File: src/rtl/led_sched_pkg.sv
// Shared types and elaboration helpers for the LED blink scheduler.
package led_sched_pkg;

  typedef enum logic [1:0] {
    IDLE = 2'd0,
    PLAY = 2'd1,
    GAP  = 2'd2
  } state_t;

  function automatic int tick_div(input int clk_hz, input int tick_hz);
    return clk_hz / tick_hz;
  endfunction

  // Bits needed to hold a counter whose largest value is max_val (at least 1).
  function automatic int cnt_w(input int max_val);
    return (max_val < 2) ? 1 : $clog2(max_val + 1);
  endfunction

endpackage

File: src/rtl/led_blink_scheduler_tick_prescaler.sv
// Free-running divide-by-DIV counter; TICK marks the terminal count, CLR restarts the period.
module tick_prescaler
  import led_sched_pkg::*;
#(
  parameter int DIV = 2
) (
  input  logic CLK,
  input  logic RST_N,
  input  logic CLR,
  output logic TICK
);

  localparam int W = cnt_w(DIV - 1);

  logic [W-1:0] cnt_q;

  assign TICK = (cnt_q == W'(DIV - 1));

  // NOTE: sequential state uses non-blocking assignments so every flop samples pre-edge values.
  always_ff @(posedge CLK or negedge RST_N) begin
    if (!RST_N) begin
      cnt_q <= '0;
    end else if (CLR || TICK) begin
      cnt_q <= '0;
    end else begin
      cnt_q <= cnt_q + 1'b1;
    end
  end

endmodule

File: src/rtl/led_blink_scheduler.sv
// Round-robin owner of the single LED: plays each granted pattern MSB-first, then an off gap, then ACK.
// Optional idle heartbeat on the LED is enabled with LED_SCHED_HEARTBEAT_EN.
module led_blink_scheduler
  import led_sched_pkg::*;
#(
  parameter int CLK_HZ    = 16_000_000,
  parameter int TICK_HZ   = 8,
  parameter int NREQ      = 4,
  parameter int PAT_W     = 8,
  parameter int GAP_TICKS = 2
) (
  input  logic                  CLK,
  input  logic                  RST_N,
  input  logic [NREQ-1:0]       REQ,
  input  logic [NREQ*PAT_W-1:0] PATTERN,
  output logic [NREQ-1:0]       GNT,
  output logic [NREQ-1:0]       ACK,
  output logic                  BUSY,
  output logic                  LED,
  output logic                  USBPU
);

  localparam int TICK_DIV = tick_div(CLK_HZ, TICK_HZ);
  localparam int PW       = cnt_w(NREQ - 1);
  localparam int CW       = cnt_w(((PAT_W > GAP_TICKS) ? PAT_W : GAP_TICKS) - 1);

  if ((CLK_HZ % TICK_HZ) != 0 || TICK_DIV < 2) begin : g_bad_div
    $error("CLK_HZ/TICK_HZ must be an integer >= 2");
  end
  if (NREQ < 2 || GAP_TICKS < 1) begin : g_bad_cfg
    $error("NREQ must be >= 2 and GAP_TICKS >= 1");
  end

  state_t          state_q, state_d;
  logic [NREQ-1:0] gnt_q, gnt_d, ack_q, ack_d;
  logic            busy_q, busy_d, led_q, led_d;
  logic [PAT_W-1:0] sh_q, sh_d, pat_sel, sh_next;
  logic [CW-1:0]   cnt_q, cnt_d;
  logic [PW-1:0]   cur_q, cur_d, rr_q, rr_d, sel;
  logic [NREQ-1:0] sel_oh, cur_oh;
  logic            grant, tick, idle_led;

  tick_prescaler #(.DIV(TICK_DIV)) u_prescaler (
    .CLK  (CLK),
    .RST_N(RST_N),
    .CLR  (grant),
    .TICK (tick)
  );

  // First requester at or above the round-robin pointer, wrapping.
  always_comb begin
    logic found;
    int   idx;
    found   = 1'b0;
    idx     = 0;
    sel     = rr_q;
    sel_oh  = '0;
    cur_oh  = '0;
    pat_sel = '0;
    for (int k = 0; k < NREQ; k++) begin
      idx = (int'(rr_q) + k) % NREQ;
      if (!found && REQ[PW'(idx)]) begin
        found = 1'b1;
        sel   = PW'(idx);
      end
    end
    for (int i = 0; i < NREQ; i++) begin
      sel_oh[i] = (sel == PW'(i));
      cur_oh[i] = (cur_q == PW'(i));
      if (sel == PW'(i)) pat_sel = PATTERN[i*PAT_W +: PAT_W];
    end
  end

  assign sh_next = sh_q << 1;

  // NOTE: every always_comb output gets a default first, so no path can infer a latch.
  always_comb begin
    state_d = state_q;
    gnt_d   = gnt_q;
    ack_d   = '0;
    busy_d  = busy_q;
    led_d   = led_q;
    sh_d    = sh_q;
    cnt_d   = cnt_q;
    cur_d   = cur_q;
    rr_d    = rr_q;
    grant   = 1'b0;
    unique case (state_q)
      IDLE: begin
        gnt_d  = '0;
        busy_d = 1'b0;
        led_d  = idle_led;
        if (|REQ) begin
          grant   = 1'b1;
          cur_d   = sel;
          gnt_d   = sel_oh;
          busy_d  = 1'b1;
          sh_d    = pat_sel;
          led_d   = pat_sel[PAT_W-1];
          cnt_d   = '0;
          state_d = PLAY;
        end
      end
      PLAY: begin
        if (tick) begin
          if (cnt_q == CW'(PAT_W - 1)) begin
            cnt_d   = '0;
            led_d   = 1'b0;
            state_d = GAP;
          end else begin
            sh_d  = sh_next;
            cnt_d = cnt_q + 1'b1;
            led_d = sh_next[PAT_W-1];
          end
        end
      end
      GAP: begin
        if (tick) begin
          if (cnt_q == CW'(GAP_TICKS - 1)) begin
            ack_d   = cur_oh;
            gnt_d   = '0;
            busy_d  = 1'b0;
            led_d   = idle_led;
            rr_d    = (cur_q == PW'(NREQ - 1)) ? '0 : cur_q + 1'b1;
            state_d = IDLE;
          end else begin
            cnt_d = cnt_q + 1'b1;
          end
        end
      end
      default: state_d = IDLE;
    endcase
  end

  always_ff @(posedge CLK or negedge RST_N) begin
    if (!RST_N) begin
      state_q <= IDLE;
      gnt_q   <= '0;
      ack_q   <= '0;
      busy_q  <= 1'b0;
      led_q   <= 1'b0;
      sh_q    <= '0;
      cnt_q   <= '0;
      cur_q   <= '0;
      rr_q    <= '0;
    end else begin
      state_q <= state_d;
      gnt_q   <= gnt_d;
      ack_q   <= ack_d;
      busy_q  <= busy_d;
      led_q   <= led_d;
      sh_q    <= sh_d;
      cnt_q   <= cnt_d;
      cur_q   <= cur_d;
      rr_q    <= rr_d;
    end
  end

`ifdef LED_SCHED_HEARTBEAT_EN
  // Heartbeat counts idle ticks only and keeps its phase across transactions.
  localparam int HW = cnt_w(TICK_HZ - 1);
  logic [HW-1:0] hb_cnt_q;
  logic          hb_q, hb_wrap;

  assign hb_wrap  = (state_q == IDLE) && tick && (hb_cnt_q == HW'(TICK_HZ - 1));
  assign idle_led = hb_wrap ? ~hb_q : hb_q;

  always_ff @(posedge CLK or negedge RST_N) begin
    if (!RST_N) begin
      hb_cnt_q <= '0;
      hb_q     <= 1'b0;
    end else if (state_q == IDLE && tick) begin
      hb_cnt_q <= hb_wrap ? '0 : hb_cnt_q + 1'b1;
      hb_q     <= idle_led;
    end
  end
`else
  assign idle_led = 1'b0;
`endif

  assign GNT   = gnt_q;
  assign ACK   = ack_q;
  assign BUSY  = busy_q;
  assign LED   = led_q;
  assign USBPU = 1'b0;

endmodule

File: config.mk
export PLATFORM = sky130hd
export DESIGN_NAME = led_blink_scheduler
export DESIGN_NICKNAME = d
export VERILOG_FILES = /design/src/rtl/led_sched_pkg.sv /design/src/rtl/led_blink_scheduler_tick_prescaler.sv /design/src/rtl/led_blink_scheduler.sv
export SDC_FILE = /design/constraint.sdc
export NUM_CORES = 1
export LEC_CHECK = 0
export ABC_AREA = 1
export BUFFER_PORTS_ARGS = -buffer_cell sky130_fd_sc_hd__buf_2
export CAP_MARGIN = 20
export CORE_ASPECT_RATIO = 0.8
export CORE_UTILIZATION = 30
export DETAILED_ROUTE_END_ITERATION = 10
export SLEW_MARGIN = 25
export SYNTH_ARGS = -nofsm -noshare
export SYNTH_HDL_FRONTEND = slang
export SYNTH_HIERARCHICAL = 1
export SYNTH_SLANG_ARGS = --single-unit
File: constraint.sdc
create_clock -name CLK -period 5.63 [get_ports CLK]
set_clock_uncertainty 0.2 [all_clocks]
set_input_delay 0.2815 -clock CLK [delete_from_list [all_inputs] [get_ports CLK]]
set_output_delay 0.2815 -clock CLK [all_outputs]
set_load 0.02 [all_outputs]
==> summary.txt, run 1 <==
Run status
  – Status: completed

Yosys
  – FFs w/ async S/R, synth: 100%
  – Post-synth top flop: dfrtp_1
  – Area leader, netlist: dfrtp_1
  – Syn Nets: 489
  – Area share of the largest cell type after synthesis: 38.1%
  – Syn Inst Count: 440
  – EDFF count, synth: 0
  – Yosys warns: 6
  – Cell variety after synth: 39
  – Synth Register Bits: 47
  – Syn avg cell area: 7.01 sq um
  – Cell area after synthesis: 3080 sq um
  – Top cells by area, synth: dfrtp_1 38%, nand2_1 15%, nor2_1 8.2%
  – Register area share after synthesis: between 30% and 40%

Clock tree
  – H-tree depth: 2
  – Hold buffers post-CTS: 1
  – Clock buffer depth: 2
  – Post-CTS sizing: 0
  – CTS Sinks: 47
  – Reg clk slew, reported paths: around 0.070 ns
  – CTS tree: yes
  – Post-CTS setup buffer count: 0
  – Clk root buf: clkbuf_16
  – Worst-skew pair later-pin latency: 0.29 ns
  – CTS Buf Count: 5

Placement
  – Detailed Place HPWL: 5490 um
  – Placed Cells: 617
  – Port Buffers: 47
  – Place WS: 3.07 ns
  – RePlAce Congestion: around 0.86

Floorplan
  – Initial core utilization: 31.4%
  – Die Y: 92.7 um
  – Core area: 9810 sq um
  – Io pins: 49
  – Row count: 32
  – Die area: 10,700 sq um
  – Die width: around 120 um

Finish
  – Area occupied by multi-input gates: 1640 sq um
  – Final #Nets: 538
  – ANT cells: 0
  – Layout cells sized above 1: 18.8%
  – Area Growth Syn to Fin: 16.8%
  – Fill cell count: just over 1,000
  – Fin cells: around 630
  – Sequential Area: 1180 sq um

Critical path
  – Worst path required time: 5.60 ns
  – Crit path kind: register to register
  – Worst path max stage delay: 0.56 ns
  – Crit. End Element: register
  – CP max FO: 13
  – Startpoint types: register
  – CP max stage cell: dfrtp_1
  – Worst Path Arrival: 2.59 ns
  – Most used cell along the critical path: nand2_1
  – CP Cell Sequence: inv_4 > nand2_1 > nand2_1 > nand2_1 > nand2_2 > nor2_4 > nand3_1 > nand2_2 > inv_1 > nor2_2 > inv_2 > nor2_1 > nor2_1 > nand2_1 > nand3_1

Timing
  – Worst slew pin tran: 0.884 ns
  – Crit share post-route: 46.4%
  – Final setup vio count: 0
  – Slew Limit Fails: 0
  – Fmax: 0.383 GHz
  – Final TNS setup: 0 ns
  – Post-route setup slack: 3.02 ns
  – RSZ-0062 raised after global routing: false
  – Crit path time final: 2.61 ns
  – Rel. slew slack: 40.6%
  – Fin. Hold Viols: 0
  – WHS: 0.116 ns

Power
  – Leakage: approximately 1.8 nW
  – Pwr per Cell Area: 355 nW/um^2
  – Peak VDD IR: 0.000139 V

Route
  – Iter 0 DRT Violations: between 150 and 200
  – Post-route ant nets: 0
  – DRT Wirelength: 7230 um
  – Total iterations of the first detailed-routing run: 4
  – Wire length per cell: 11.5 um
  – Vias per inst: 4.65
  – Via count: ~2,900
  – Drt drc: 0

Job
  – Max-cap viol count: 0

Global route
  – Largest net degree at the start of global routing: 48
  – Grt ovf: 0
  – Number of global-route vias before repair: roughly 2,700
  – Initial antenna violation count: 0
  – First-pass GRT wire length: between 10,000 and 15,000 um
  – Tot GR Track Use: 14.2%

Hold path
  – Min-delay worst type: primary input to register
[metrics by stage]
step	area [sq um]	utilization (%)	power, mW
floorplan	3080	-	0.852
global placement	3430	35.0	0.964
detailed placement	3440	35.0	0.976
CTS	3600	36.7	1.29
global route	3600	36.7	1.39
finish	3600	36.7	1.28
[logic make-up after synthesis]
logic type               count (synthesis)  share of synthesized area, %
buffers and inverters                   63                          8.81
flip-flops                              47                          38.1
multiplexers                             1                         0.325
AO/OA/AOI/OAI                           37                          6.78
AND/OR/NAND/NOR                        269                          38.2
XOR/XNOR                                11                          3.13
adder cells (fa/ha/maj)                 11                          4.46
other                                    1                         0.122
[cell type report]
cell class | instances | share of cell area, %
inverter | 57 | 6.01
sequential | 47 | 32.7
tap | 136 | 4.73
timing repair buffer | 48 | 6.88
clock buffer | 6 | 3.86
multi-input combinational | 330 | 45.4
clock inverter | 2 | 0.452
[cells in the final DEF, fill, tap and decap left out, types with 11 or more instances in the layout]
cell,instances
nor2_2,11
o21ai_0,13
ha_1,11
nand2_1,127
nand2_2,11
dfrtp_1,47
inv_1,49
buf_2,46
nand3_1,31
nor2_1,67
[final timing paths]
check / startpoint / endpoint / slack [ns] / cells past startpoint
worst max-delay path: rr_q[0] / sh_q[5] / 3.02 / 15
worst min-delay path: PATTERN[24] / sh_q[0] / 0.12 / 5
worst max register to register: rr_q[0] / sh_q[5] / 3.02 / 15
worst min register to register: sh_q[4] / sh_q[4] / 0.29 / 2
max in group asynchronous: RST_N / u_prescaler/cnt_q[13] / 4.50 / 2
min in group asynchronous: RST_N / u_prescaler/cnt_q[17] / 0.34 / 2
[cells in the mapped netlist, drive strengths merged (2+ instances only)]
cell type,count
inv,57
or2,4
ha,11
o21ai,19
nand3,32
nand2,139
xor2,9
o22ai,3
o32ai,2
nor2,81
nand4,6
dfrtp,47
nor4,2
buf,5
xnor2,2
nor3,4
a21oi,8
[registers in the layout, summed over array words and instances (netlist names)]
| name | flops |
|---|---|
| GNT | 4 |
| state_q | 2 |
| u_prescaler/cnt_q | 21 |
| LED | 1 |
| ACK | 4 |
| cnt_q | 3 |
| sh_q | 7 |
| cur_q | 2 |
| rr_q | 2 |
| BUSY | 1 |
[per-layer routing]
layer	vias up	track usage [%]	part of all wire, %
met5	-	0	0
met4	0	4.76	1.6
met3	10	2.68	3.7
met2	63	22.7	45
met1	1364	19.2	49
li1	1471	-	-
[report_power, final]
| group | internal, mW | switching, mW |
|---|---|---|
| clock | 0.177 | 0.129 |
| sequential | 0.412 | 0.0505 |
| combinational | 0.171 | 0.339 |
[worst max-delay path, delay by kind of cell (launching register included)]
kind | cells | cell delay [ns]
DFF | 1 | 0.56
and+or+nand+nor | 12 | 1.37
buffers and inverters | 3 | 0.36
No activity file was read; power rests on OpenSTA's default activity.
==> inputs of run 2 (changes only) <==
==> constraint.sdc (replaced) <==
create_clock -name CLK -period 2.4 [get_ports CLK]
set_clock_uncertainty 0.2 [all_clocks]
set_input_delay 0.12 -clock CLK [delete_from_list [all_inputs] [get_ports CLK]]
set_output_delay 0.12 -clock CLK [all_outputs]
set_load 0.02 [all_outputs]
==> run 2 against run 1 <==
Net effect:
- the run now ends with hold timing left
- critical path depth increased by 2
- fmax increased by 12%
- total power increased by 150%
- cell count increased by 5.3%
- global-route usage increased by 0.48 points
- first-iteration DRC count decreased by 11%
- non-clock buffer count increased by 33
- die area unchanged
- sequential share of layout area decreased by 3.5 points
- flip-flop and latch count unchanged
==> summary.txt, run 2 (synthesized netlist as in run 1, its figures left out) <==
Route
  – Vias per inst: approximately 4.6
  – Total iterations of the first detailed-routing run: 4
  – Iter 0 DRT Violations: 171
  – Wire length per cell: ~12 um
  – DRT Wirelength: just under 8000 um
  – Post-route ant nets: 0
  – Via count: 3,038
  – Drt drc: 0

Floorplan
  – Die area: between 10,000 and 15,000 sq um
  – Row count: 32
  – Core area: 9810 sq um
  – Initial core utilization: 31.4%
  – Die Y: just over 90 um
  – Io pins: 49
  – Die width: 115 um

Global route
  – Number of global-route vias before repair: 2,665
  – Initial antenna violation count: 0
  – Grt ovf: 0
  – Tot GR Track Use: 14.7%
  – First-pass GRT wire length: between 10,000 and 15,000 um
  – Largest net degree at the start of global routing: 25

Timing
  – Rel. slew slack: 55.5%
  – Slew Limit Fails: 0
  – Crit share post-route: 97.0%
  – Fin. Hold Viols: 1
  – Final TNS setup: 0 ns
  – WHS: -0.000237 ns
  – Final setup vio count: 0
  – Worst slew pin tran: 0.660 ns
  – Crit path time final: 2.33 ns
  – Fmax: 0.429 GHz

Clock tree
  – H-tree depth: 2
  – CTS Sinks: 47
  – Clk root buf: clkbuf_16
  – Reg clk slew, reported paths: 0.06 ns
  – CTS Buf Count: 5
  – Clock buffer depth: 2
  – Worst-skew pair later-pin latency: ~0.29 ns
  – CTS tree: yes

Run status
  – Status: finished, violations left
  – Failing checks: hold timing

Job
  – Max-cap viol count: 0

Critical path
  – CP Cell Sequence: clkinv_4 > nand2_1 > nand2_2 > nand2_2 > nand2_4 > nor2_4 > nand2_2 > nand2_4 > nand2_4 > nand2_4 > nand2_8 > nor2_4 > inv_2 > nor2_1 > nor2_1 > nand2_1 > nand2_1
  – CP max FO: 7
  – Startpoint types: register
  – Crit path kind: register to register
  – CP max stage cell: dfrtp_2
  – Crit. End Element: register
  – Flop2flop setup slack: 0.07 ns
  – Worst path max stage delay: 0.46 ns
  – Most used cell along the critical path: nand2_4
  – Worst path required time: 2.38 ns
  – Worst Path Arrival: 2.30 ns

Finish
  – Max FFs per register: 21
  – Most common cell after layout, fill and taps aside: nand2_1
  – Regs by FF count: u_prescaler/cnt_q (21), sh_q (7)
  – Fill cell count: 981
  – ANT cells: 0
  – Area Growth Syn to Fin: 31.0%
  – Layout cells sized above 1: 26.4%
  – Most frequent cells in the layout: 112 x nand2_1, 67 x nor2_1, 48 x inv_1, 47 x buf_2, 45 x dfrtp_1
  – Final #Nets: 572
  – Largest Register: u_prescaler/cnt_q
  – Finished Cell Area: around 4000 sq um

Placement
  – DP Area: 3520 sq um
  – RePlAce Congestion: 0.908
  – Detailed Place HPWL: between 5000 and 6000 um
  – Port Buffers: between 40 and 50

Power
  – Peak VDD IR: about 0.00034 V
  – Pwr per Cell Area: 791 nW/um^2
  – Leakage: 1.98 nW

Hold path
  – Min-delay worst type: primary input to register
-- run 2: cell count changes in the layout (fill, tap and decap cells not counted), sizes merged --
cell         previous run  this run
nand2                 139       140
inv                    57        55
clkbuf                  6         5
dlygate4sd3             1        10
buf                    47        71
bufinv                  0         1
clkinv                  1         2
-- run 2: worst paths after layout --
check                                  from              endpoint  depth (start not counted)
max in group asynchronous             RST_N               rr_q[1]                          3
worst min register to register      sh_q[0]               sh_q[0]                          2
worst max register to register      rr_q[1]               sh_q[0]                         17
worst min-delay path            PATTERN[24]               sh_q[0]                          5
worst max-delay path                rr_q[1]               sh_q[0]                         17
min in group asynchronous             RST_N  u_prescaler/cnt_q[0]                          2
-- run 2: layer usage --
metal	share of wire, %	GRT usage (%)	vias up
li1	-	-	1543
met1	49	21.1	1446
met2	46	22.2	43
met3	3.5	2.75	6
met4	1.1	4.44	0
met5	0	0	-
-- run 2: layout make-up --
| class | count | area, sq um | share of cell area [%] |
|---|---|---|---|
| Inverter | 57 | 226 | 5.61 |
| Clock buffer | 5 | 125 | 3.10 |
| Tap cell | 136 | 170 | 4.21 |
| Multi-Input combinational cell | 331 | 1780 | 43.9 |
| Clock inverter | 2 | 37.5 | 0.929 |
| Timing Repair Buffer | 81 | 527 | 13.0 |
| Sequential cell | 47 | 1180 | 29.2 |
-- run 2: what timing repair did --
action	CTS	global route
pin swaps	0	15
resized for setup	1	44
buffers inserted	0	12
endpoints found under the setup margin	3	11
endpoints found under the hold margin	27	0
gates cloned	0	1
hold buffers	10	0
-- run 2: stage by stage --
stage	worst slack, ns	hold slack, ns	power [mW]	cells	util, %
6_report	0.0717	-0.000237	3.19	659	41.2
5_1_grt	-0.0589	0.0225	3.47	659	41.2
4_1_cts	0.0226	0.00231	3.20	646	38.6
3_5_place_dp	-0.00646	-0.0553	2.39	629	35.9
3_3_place_gp	0.0897	-0.0647	2.36	629	35.9
2_1_floorplan	0.240	-0.376	2.00	440	-
-- run 2: critical path: cells and delay by family (launching register included) --
| family | cells | cell delay [ns] |
|---|---|---|
| simple gates | 15 | 1.34 |
| flops | 1 | 0.46 |
| buf+inv | 2 | 0.19 |
-- run 2: where the power goes --
part           switching [mW]  internal [mW]  total (mW)
Clock                   0.296          0.486       0.781
Combinational           0.836          0.501        1.34
Sequential              0.109          0.967        1.08
